### src/rtl/pattern_pkg.sv
// Shared definitions for the serial test-pattern transmitter.
// Holds the one-hot state encoding (same style as the pattern detector),
// the reset pattern and the default widths.
package pattern_pkg;

    localparam int DEF_W  = 5;   // maximum pattern width
    localparam int DEF_RW = 8;   // repetition counter width
    localparam int DEF_GW = 4;   // gap counter width

    localparam logic [DEF_W-1:0] DEF_PATTERN = 5'b10110;

    typedef enum logic [3:0] {
        ST_IDLE = 4'b0001,
        ST_SEND = 4'b0010,
        ST_GAP  = 4'b0100,
        ST_DONE = 4'b1000
    } state_e;

endpackage

### src/rtl/pattern_shifter.sv
// W-bit parallel-load shift register with a bit-down-counter.
// Ports:
//   clk, rst      clock, async active-low reset
//   load_i        load pat_i / len_i (wins over shift_i)
//   shift_i       shift left one bit, decrement the bit counter
//   pat_i, len_i  pattern (MSB first) and number of bits to send
//   msb_o         current MSB, i.e. the bit being transmitted
//   last_o        high while the bit counter is on the final bit
module pattern_shifter
    import pattern_pkg::*;
#(
    parameter int W  = DEF_W,
    parameter int LW = $clog2(W + 1)
) (
    input  logic          clk,
    input  logic          rst,
    input  logic          load_i,
    input  logic          shift_i,
    input  logic [W-1:0]  pat_i,
    input  logic [LW-1:0] len_i,
    output logic          msb_o,
    output logic          last_o
);

    logic [W-1:0]  sr_q, sr_d;
    logic [LW-1:0] cnt_q, cnt_d;

    always_comb begin
        sr_d  = sr_q;
        cnt_d = cnt_q;
        if (load_i) begin
            sr_d  = pat_i;
            cnt_d = len_i;
        end else if (shift_i && cnt_q != '0) begin
            sr_d  = sr_q << 1;
            cnt_d = cnt_q - LW'(1);
        end
    end

    always_ff @(posedge clk or negedge rst) begin
        if (!rst) begin
            sr_q  <= '0;
            cnt_q <= '0;
        end else begin
            sr_q  <= sr_d;
            cnt_q <= cnt_d;
        end
    end

    assign msb_o  = sr_q[W-1];
    assign last_o = (cnt_q == LW'(1));

endmodule

### src/rtl/pattern_gen.sv
// Serial test-pattern transmitter: shifts a programmable pattern out
// MSB-first for a programmed number of repetitions, with an optional idle
// gap between repetitions. All outputs are registered, so they lag the FSM
// state by one cycle.
// Ports:
//   clk, rst     clock, async active-low reset
//   start        begin a burst (only honoured in IDLE)
//   pattern_in   pattern, MSB first
//   pat_len      valid bits from the MSB end; 0 or > W means W
//   reps         repetitions (0 -> straight to DONE)
//   gap          idle cycles between repetitions
//   data_out     serial bit, data_valid qualifies it
//   busy         burst in flight, done one-cycle end-of-burst pulse
module pattern_gen #(
    parameter int             W           = pattern_pkg::DEF_W,
    parameter logic [W-1:0]   DEF_PATTERN = W'(pattern_pkg::DEF_PATTERN),
    parameter int             RW          = pattern_pkg::DEF_RW,
    parameter int             GW          = pattern_pkg::DEF_GW,
    localparam int            LW          = $clog2(W + 1)
) (
    input  logic          clk,
    input  logic          rst,
    input  logic          start,
    input  logic [W-1:0]  pattern_in,
    input  logic [LW-1:0] pat_len,
    input  logic [RW-1:0] reps,
    input  logic [GW-1:0] gap,
    output logic          data_out,
    output logic          data_valid,
    output logic          busy,
    output logic          done
);
    import pattern_pkg::*;

    state_e        state_q, state_d;
    logic [W-1:0]  pat_q, pat_d;
    logic [LW-1:0] len_q, len_d;
    logic [GW-1:0] gap_q, gap_d;
    logic [RW-1:0] rep_q, rep_d;
    logic [GW-1:0] gcnt_q, gcnt_d;
    logic          dout_q, dout_d, dval_q, dval_d;
    logic          busy_q, busy_d, done_q, done_d;

    logic          sh_load, sh_shift, sh_msb, sh_last;
    logic [W-1:0]  sh_pat;
    logic [LW-1:0] sh_len;
    logic [LW-1:0] len_eff;

    assign len_eff = (pat_len == '0 || pat_len > LW'(W)) ? LW'(W) : pat_len;

    pattern_shifter #(.W(W), .LW(LW)) u_shifter (
        .clk     (clk),
        .rst     (rst),
        .load_i  (sh_load),
        .shift_i (sh_shift),
        .pat_i   (sh_pat),
        .len_i   (sh_len),
        .msb_o   (sh_msb),
        .last_o  (sh_last)
    );

    always_comb begin
        state_d  = state_q;
        pat_d    = pat_q;
        len_d    = len_q;
        gap_d    = gap_q;
        rep_d    = rep_q;
        gcnt_d   = gcnt_q;
        sh_load  = 1'b0;
        sh_shift = 1'b0;
        sh_pat   = pat_q;
        sh_len   = len_q;
        dout_d   = 1'b0;
        dval_d   = 1'b0;
        busy_d   = 1'b0;
        done_d   = 1'b0;
        case (state_q)
            ST_IDLE: begin
                if (start) begin
                    if (reps != '0) begin
                        // Shifter loads straight from the inputs so the
                        // first bit can go out on the very next edge.
                        pat_d   = pattern_in;
                        len_d   = len_eff;
                        gap_d   = gap;
                        rep_d   = reps;
                        sh_load = 1'b1;
                        sh_pat  = pattern_in;
                        sh_len  = len_eff;
                        busy_d  = 1'b1;
                        state_d = ST_SEND;
                    end else begin
                        state_d = ST_DONE;
                    end
                end
            end
            ST_SEND: begin
                busy_d   = 1'b1;
                dout_d   = sh_msb;
                dval_d   = 1'b1;
                sh_shift = 1'b1;
                if (sh_last) begin
                    rep_d = rep_q - RW'(1);
                    if (rep_q <= RW'(1)) begin
                        state_d = ST_DONE;
                    end else if (gap_q != '0) begin
                        gcnt_d  = gap_q;
                        state_d = ST_GAP;
                    end else begin
                        sh_load = 1'b1;   // back-to-back repetition
                    end
                end
            end
            ST_GAP: begin
                busy_d = 1'b1;
                if (gcnt_q <= GW'(1)) begin
                    gcnt_d  = '0;
                    sh_load = 1'b1;
                    state_d = ST_SEND;
                end else begin
                    gcnt_d = gcnt_q - GW'(1);
                end
            end
            ST_DONE: begin
                done_d  = 1'b1;
                state_d = ST_IDLE;
            end
            default: state_d = ST_IDLE;
        endcase
    end

    always_ff @(posedge clk or negedge rst) begin
        if (!rst) begin
            state_q <= ST_IDLE;
            pat_q   <= DEF_PATTERN;
            len_q   <= '0;
            gap_q   <= '0;
            rep_q   <= '0;
            gcnt_q  <= '0;
            dout_q  <= 1'b0;
            dval_q  <= 1'b0;
            busy_q  <= 1'b0;
            done_q  <= 1'b0;
        end else begin
            state_q <= state_d;
            pat_q   <= pat_d;
            len_q   <= len_d;
            gap_q   <= gap_d;
            rep_q   <= rep_d;
            gcnt_q  <= gcnt_d;
            dout_q  <= dout_d;
            dval_q  <= dval_d;
            busy_q  <= busy_d;
            done_q  <= done_d;
        end
    end

    assign data_out   = dout_q;
    assign data_valid = dval_q;
    assign busy       = busy_q;
    assign done       = done_q;

endmodule

### config.mk
export PLATFORM = sky130hd
export DESIGN_NAME = pattern_gen
export DESIGN_NICKNAME = d
export VERILOG_FILES = /design/src/rtl/pattern_pkg.sv /design/src/rtl/pattern_shifter.sv /design/src/rtl/pattern_gen.sv
export SDC_FILE = /design/constraint.sdc
export NUM_CORES = 1
export LEC_CHECK = 0
export CORE_UTILIZATION = 55
export DETAILED_ROUTE_END_ITERATION = 8
export GPL_TIMING_DRIVEN = 0
export PLACE_DENSITY = 0.79
export SLEW_MARGIN = 10
export SYNTH_ARGS = -nofsm -noshare
export SYNTH_HDL_FRONTEND = slang
export SYNTH_SLANG_ARGS = --single-unit
### constraint.sdc
create_clock -name clk -period 2.2 [get_ports clk]
set_input_delay 0.22 -clock clk [delete_from_list [all_inputs] [get_ports clk]]
set_output_delay 0.22 -clock clk [all_outputs]
set_load 0.03 [all_outputs]
==> results.md <==
- Outcome: complete, but fails checks
- Violated checks: negative setup slack
- Top_reg_cell synth: dfrtp_1
- Syn Nets: 254
- Initial antenna violation count: 0
- Overall power: around 3.6 mW
- Flops & latches, synth: 40
- Clock slew at reported path FFs: around 0.080 ns
- R2R cell count: 6
- Critical path origin: rep_q[4]
- Post-synthesis cell count: ~220
- Port bufs: 26
- Vias in the first global route: approximately 1,800
- Num CTS Buffers: 5
- Vias/cell: between 6 and 7
- PD cells: about 1300 nW/µm²
- Post-Syn Area: 2230 µm²
- Post-Place Cells: 299
- Post-Layout Cell Count: 317
- Reg2reg setup slack: -0.02 ns
- Area grow syn2layout: 24.8%
- Cell area after layout: 2780 µm²
- Final wirelength: ~5 mm
- Post-synth top area share: 0.404
- Syn. warnings: 0
- Clk root buf: clkbuf_8
- CTS tree: yes
- Top cells by count, synth: nand2_1, dfrtp_1, a21oi_1
- GRT Residual Overflow: 0
- CP Max Fanout: 8
- Worst ir drop on vdd: between 0.6 and 0.7 mV
- Fraction of registers with async set/reset: 1.00
- Top post-synthesis cells by area: dfrtp_1, nand2_1, dfstp_2, ha_1, mux2i_1
- Initial DRC count: 254
- R2r endpoint: state_q[2]
- Max_slew headroom: 0.476
- Post-layout net count: just under 300
- FP Rows: 22
- Worst min-delay path class: primary input to async pin
- Die height: approximately 66 µm
- Synth Area per Inst: 9.95 µm²
- Worst-Margin Slew: slightly below 0.8 ns
- DP Area: about 2600 µm²
- Max-slew violations: 0
- WL per Instance: 15.5 µm
- Sequential share of the synthesized area: 0.451
- Reg2reg start: rep_q[4]
- Crit end category: register
- Worst-Skew Late Latency: between 0.2 and 0.3 ns
- Min Tclk post-route: approximately 2.2 ns
- Period Utilization, post-route: 1.01
- Critical Path RT: between 2 and 2.5 ns
- Total iterations of the first detailed-routing run: 4
- Crit Path Category: register to register
- Crit path to: state_q[2]
- IO Count: 27
- Overall die width: approximately 66 µm
- Min Hold Slack: approximately 0.34 ns
- Largest net degree at the start of global routing: 29
- Core Area: around 3800 µm²
- Initial Util: 0.591
- Setup Skew: about 0.0039 ns
- Global-route wire length before repair: 7.98 mm
- Arrival @ worst endpoint: 2.41 ns
- Setup ws final: -0.0208 ns
- Final ANT Viol Nets: 0
- Fmax: roughly 0.45 GHz
- P_leak: about 1.2 nW
- Share of post-route cells with drive strength above 1: 0.197
- EDFF count, synth: 0
- GRT Total Usage: 0.242
- Post-DP HPWL: 3.36 mm
- Setup violations, final: 1
- Residual DRC count: 0
- Endpoints failing hold: 0
- Via count: around 1,900
- CP Launch Type: register
- Clock Sinks: 40
- Diodes inserted: 0
- Most frequent cell after synthesis: nand2_1
- CTS max path bufs: 2
- Die ar.: between 4000 and 5000 µm²
- Synth area leader: dfrtp_1
- Number of max-cap violations: 0
- CTS H-tree lvls: 2
- Final GP Congestion: between 0.8 and 0.9
- Fillers: 294
- Synth unique cells: 54
worst min-delay path by stage:
stage,startpoint,to,slack (ns),depth (start not counted)
4_1_cts,rst,gcnt_q[2],0.35,2
2_1_floorplan,rst,busy,-0.08,0
3_5_place_dp,rst,gcnt_q[2],0.13,1
6_report,rst,gcnt_q[2],0.34,2
5_1_grt,rst,gcnt_q[2],0.39,2
3_3_place_gp,pat_q[4],pat_q[4],0.45,2
where the power goes:
group          switching [mW]  internal, mW  total (mW)
sequential              0.253          1.09        1.35
clock                   0.271         0.257       0.528
combinational           0.950         0.750        1.70
total                    1.47          2.10        3.57
worst max-delay path, cell delays in order, from the launching register on:
cell and delay (ns):
dfrtp_2 0.47, or4_4 0.52, nor4_4 0.41, buf_4 0.18, o21ai_1 0.09, a21o_1 0.23, o31ai_1 0.23
metal layers:
| layer | routed length [µm] | vias to the layer above | GRT usage |
|---|---|---|---|
| met1 | 2210 | 920 | 0.318 |
| met3 | 206 | 13 | 0.0365 |
| met5 | 0 | - | 0 |
| met4 | 78 | 0 | 0.0897 |
| met2 | 2430 | 64 | 0.401 |
| li1 | - | 911 | - |
area by class of cell:
class	instances	area (µm²)	area share
multi-input cells	162	1140	0.411
flip-flops and latches	40	1010	0.362
repair buffers	37	357	0.128
clock buffers	6	82.6	0.0297
plain buffers	12	76.3	0.0274
well taps	48	60.1	0.0216
inverters	10	42.5	0.0153
clock inverters	2	13.8	0.00495
through the flow:
stage	utilization	TNS, ns	setup WS, ns
global placement	0.676	-4.21	-0.260
finish	0.738	-0.0208	-0.0208
detailed placement	0.680	-4.09	-0.255
global route	0.738	-0.0525	-0.0344
CTS	0.709	0	0.0195
floorplan	-	0	0.214
cells in the final DEF (no fill, tap or decap), drive strengths merged, types with 2 or more instances in the layout:
cell type | netlist | final
inv | 9 | 10
a32o | 2 | 2
o211ai | 3 | 3
buf | 7 | 19
nor4 | 2 | 2
dfstp | 4 | 4
clkdlybuf4s50 | 0 | 25
clkinv | 1 | 2
a21oi | 10 | 10
a22o | 2 | 2
or4 | 6 | 6
nor3 | 4 | 4
nor4b | 3 | 3
mux2i | 6 | 6
xnor2 | 2 | 2
dfrtp | 36 | 36
clkbuf | 5 | 10
o31ai | 3 | 3
nor2 | 9 | 9
o21ai | 12 | 12
a22oi | 3 | 3
nand2 | 46 | 46
or4b | 2 | 2
ha | 7 | 7
o221a | 4 | 4
and2 | 2 | 2
o41ai | 2 | 2
o311ai | 6 | 6
nor2b | 2 | 2
nand4 | 4 | 4
nand3 | 10 | 10
registers in the layout (all words and copies together) (netlist names):
| name | cells |
|---|---|
| busy | 1 |
| data_out | 1 |
| data_valid | 1 |
| done | 1 |
| gap_q | 4 |
| gcnt_q | 4 |
| len_q | 3 |
| pat_q | 5 |
| rep_q | 8 |
| state_q | 4 |
| u_shifter.cnt_q | 3 |
| u_shifter.sr_q | 5 |
what timing repair did:
item | 4_1_cts | 5_1_grt
setup endpoints to repair | 11 | 19
gates resized for setup | 1 | 11
setup buffers | 0 | 9
pin swaps | 1 | 4
hold endpoints to repair | 11 | 0
hold buffers | 1 | 0
logic make-up after synthesis:
kind of cell,share of synthesized area
compound gates,0.195
flops,0.451
simple gates,0.228
fa+ha+maj,0.0393
xor+xnor,0.00786
mux,0.0269
buf+inv,0.0516
Power figures use the tool's default switching activity.
==> RTL edit (same flow settings) <==
The output `done` loses its register stage (`done_q` becomes a continuous assignment).
--- a/src/rtl/pattern_gen.sv
+++ b/src/rtl/pattern_gen.sv
@@ -140,7 +140,6 @@
             dout_q  <= 1'b0;
             dval_q  <= 1'b0;
             busy_q  <= 1'b0;
-            done_q  <= 1'b0;
         end else begin
             state_q <= state_d;
             pat_q   <= pat_d;
@@ -151,9 +150,10 @@
             dout_q  <= dout_d;
             dval_q  <= dval_d;
             busy_q  <= busy_d;
-            done_q  <= done_d;
         end
     end
+
+    assign done_q = done_d;
 
     assign data_out   = dout_q;
     assign data_valid = dval_q;
Behaviour: not the same (Yosys sat finds a counterexample within 4 cycles, from zero or initial values and one cycle with rst low).
==> RTL edit against the unedited design <==
  * Routed wire length increased by 0.95%
  * Non-clock buffer count decreased by 11
  * Final area decreased by 3.6%
  * Via count decreased by 0.73%
  * Core utilization decreased by 1.6 points
  * Synthesized area decreased by 3.3%
  * Global-route usage increased by 2.3 points
  * Worst setup slack improved by 0.073 ns
  * Total power decreased by 1.7%
  * Critical path depth increased by 2
  * Sequential cell count decreased by 1
  * Maximum frequency increased by 3.4%
  * Critical path type unchanged
  * Largest cell class unchanged
  * Largest power group unchanged
  * Highest routed layer unchanged
==> RTL edit: results (changes against the unedited design) <==
GRT
  • First-pass GRT wire length: 8330 µm (+4.3%)
  • Vias in the first global route: 1,770 (+1.1%)
  • Initial antenna violation count: 0 (unchanged)
  • Tot GR Track Use: 26.5% (+2.3 points)
  • Pin count of the biggest net entering global routing: 22 (-24%)

CTS
  • Skew-Pair Late Insertion Delay: 0.30 ns
  • Clock root buffer: clkbuf_8
  • Max Root-Sink Buffers: 2 (unchanged)
  • Reg clk slew, reported paths: 0.07 ns
  • H-tree levels: 2 (unchanged)
  • CTS buffer count: 5 (unchanged)
  • Post-CTS Setup Inserts: 0 (unchanged)

Worst setup path
  • CP max-delay cell: or4b_1
  • Critical path's largest stage delay: 0.54 ns (+0.02 ns)
  • Reg2Reg Setup Slack: 0.05 ns (+0.07 ns)
  • Top cell family by delay on the critical path: simple AND/OR/NAND/NOR gates
  • Worst Reg-to-Reg Cells: 8 (+2)
  • CP Max Fanout: 10 (+2)
  • Reg2reg end: u_shifter.cnt_q[1]
  • Critical path arrival: 2.31 ns (-0.10 ns)
  • Critical R2R Launch: state_q[3]

Routing
  • Iter 0 DRT Violations: 148 (-42%)
  • Remaining antenna violation count after routing: 0 (unchanged)
  • Drt first pass iters: 4 (unchanged)
  • Vias per cell: 6.01 (-0.10%)
  • Routed len/inst: 15.8 µm (+1.6%)

Logic synthesis
  • Synth Flop Type: dfrtp_1
  • Synth top area cells: dfrtp_1 (41%), nand2_1 (7.8%), dfstp_2 (4.9%)
  • Yosys cell types: 53 (-1.9%)
  • Most frequent cells after synthesis: nand2_1 (45), dfrtp_1 (35), a21oi_1 (16)
  • Seq/Total Area, Yosys: 45.5% (+0.38 points)
  • Post-synthesis compound-gate area fraction: 16.9% (-2.5 points)
  • Number of nets produced by synthesis: 261 (+2.8%)
  • Post-synthesis mux area share: 4.24% (+1.5 points)
  • Post-Synth XOR/XNOR Area: 0.813% (+0.027 points)
  • Synth Area in Adders: 4.06% (+0.13 points)
  • Yosys warns: 0 (unchanged)
  • Async S/R FF share, synth: 100% (unchanged)

Cells and area
  • Largest registers: rep_q: 8 flops, pat_q: 5 flops, u_shifter.sr_q: 5 flops
  • Antenna cells: 0 (unchanged)
  • Nets: 296 (-0.67%)
  • Share of layout cells above drive strength 1: 14.2% (-5.5 points)
  • # fillers: 293 (-0.34%)

Run status
  • Status: finished, final reports clean

STA
  • Final hold slack: 0.407 ns (+0.0640 ns)
  • Skew final: 0.00273 ns (-0.00114 ns)
  • Tightest Pin Transition: 0.708 ns (-0.0719 ns)

Worst hold path
  • Hold Path Class: input pin to asynchronous set/reset pin

Power
  • Leakage power total: 0.00119 µW (-3.4%)
  • Clock power frac: 15.3% (+0.5 points)
  • VDD IR max: 685 µV (+8.8%)
  • Sw Ratio: 41.5% (+0.24 points)
  • Seq pwr share: 38.6% (+0.9 points)

Place
  • GP Congestion: 0.853 (+3.4%)
  • Post-place instance area: 2500 µm² (-2.6%)
  • DP HPWL: 3540 µm (+5.5%)
  • Port bufs: 26 (unchanged)
[RTL edit: what timing repair did]
action                                 CTS  global route
hold buffers                             1             0
gates resized for setup                  4             8
setup endpoints to repair               11            13
pin swaps                                0             1
endpoints found under the hold margin   15             0
[RTL edit: stage by stage]
step / instances / power (µW) / setup slack [ns] / util (%) / setup TNS [ns]
final: 315 / 3510 / 0.0519 / 72.2 / 0
after global routing: 315 / 3780 / 0.0118 / 72.2 / 0
after CTS: 315 / 3410 / 0.00720 / 70.8 / 0
after detailed placement: 306 / 2850 / -0.201 / 67.2 / -2.72
after global placement: 305 / 2780 / -0.174 / 66.6 / -3.31
after floorplan: 231 / 2420 / 0.261 / - / 0
[RTL edit: layout make-up]
type / instances / share of cell area [%]
clock buffer: 8 / 3.73
buffer: 10 / 2.15
multi-input combinational: 170 / 42.2
tap: 48 / 2.24
sequential: 39 / 36.6
inverter: 12 / 2.15
timing repair buffer: 28 / 10.9
[RTL edit: routing by layer]
metal  share of wire (%)  GRT usage (%)  routed length (µm)  up-vias
li1                    -              -                   -      901
met1                  45           36.5                2230      916
met2                  47           40.7                2340       65
met3                 6.0           6.87                 298       12
met4                 2.0           8.89                 100        0
met5                   0              0                   0        -
[RTL edit: how the worst max path moves through the flow]
stage                          start                  to  cells after the start
after floorplan             rep_q[0]           gcnt_q[1]                      7
after global placement       reps[4]   u_shifter.sr_q[1]                      7
after detailed placement     reps[0]   u_shifter.sr_q[1]                      7
after CTS                   rep_q[0]           gcnt_q[1]                      7
after global routing      state_q[3]  u_shifter.cnt_q[1]                      8
final                     state_q[3]  u_shifter.cnt_q[1]                      8
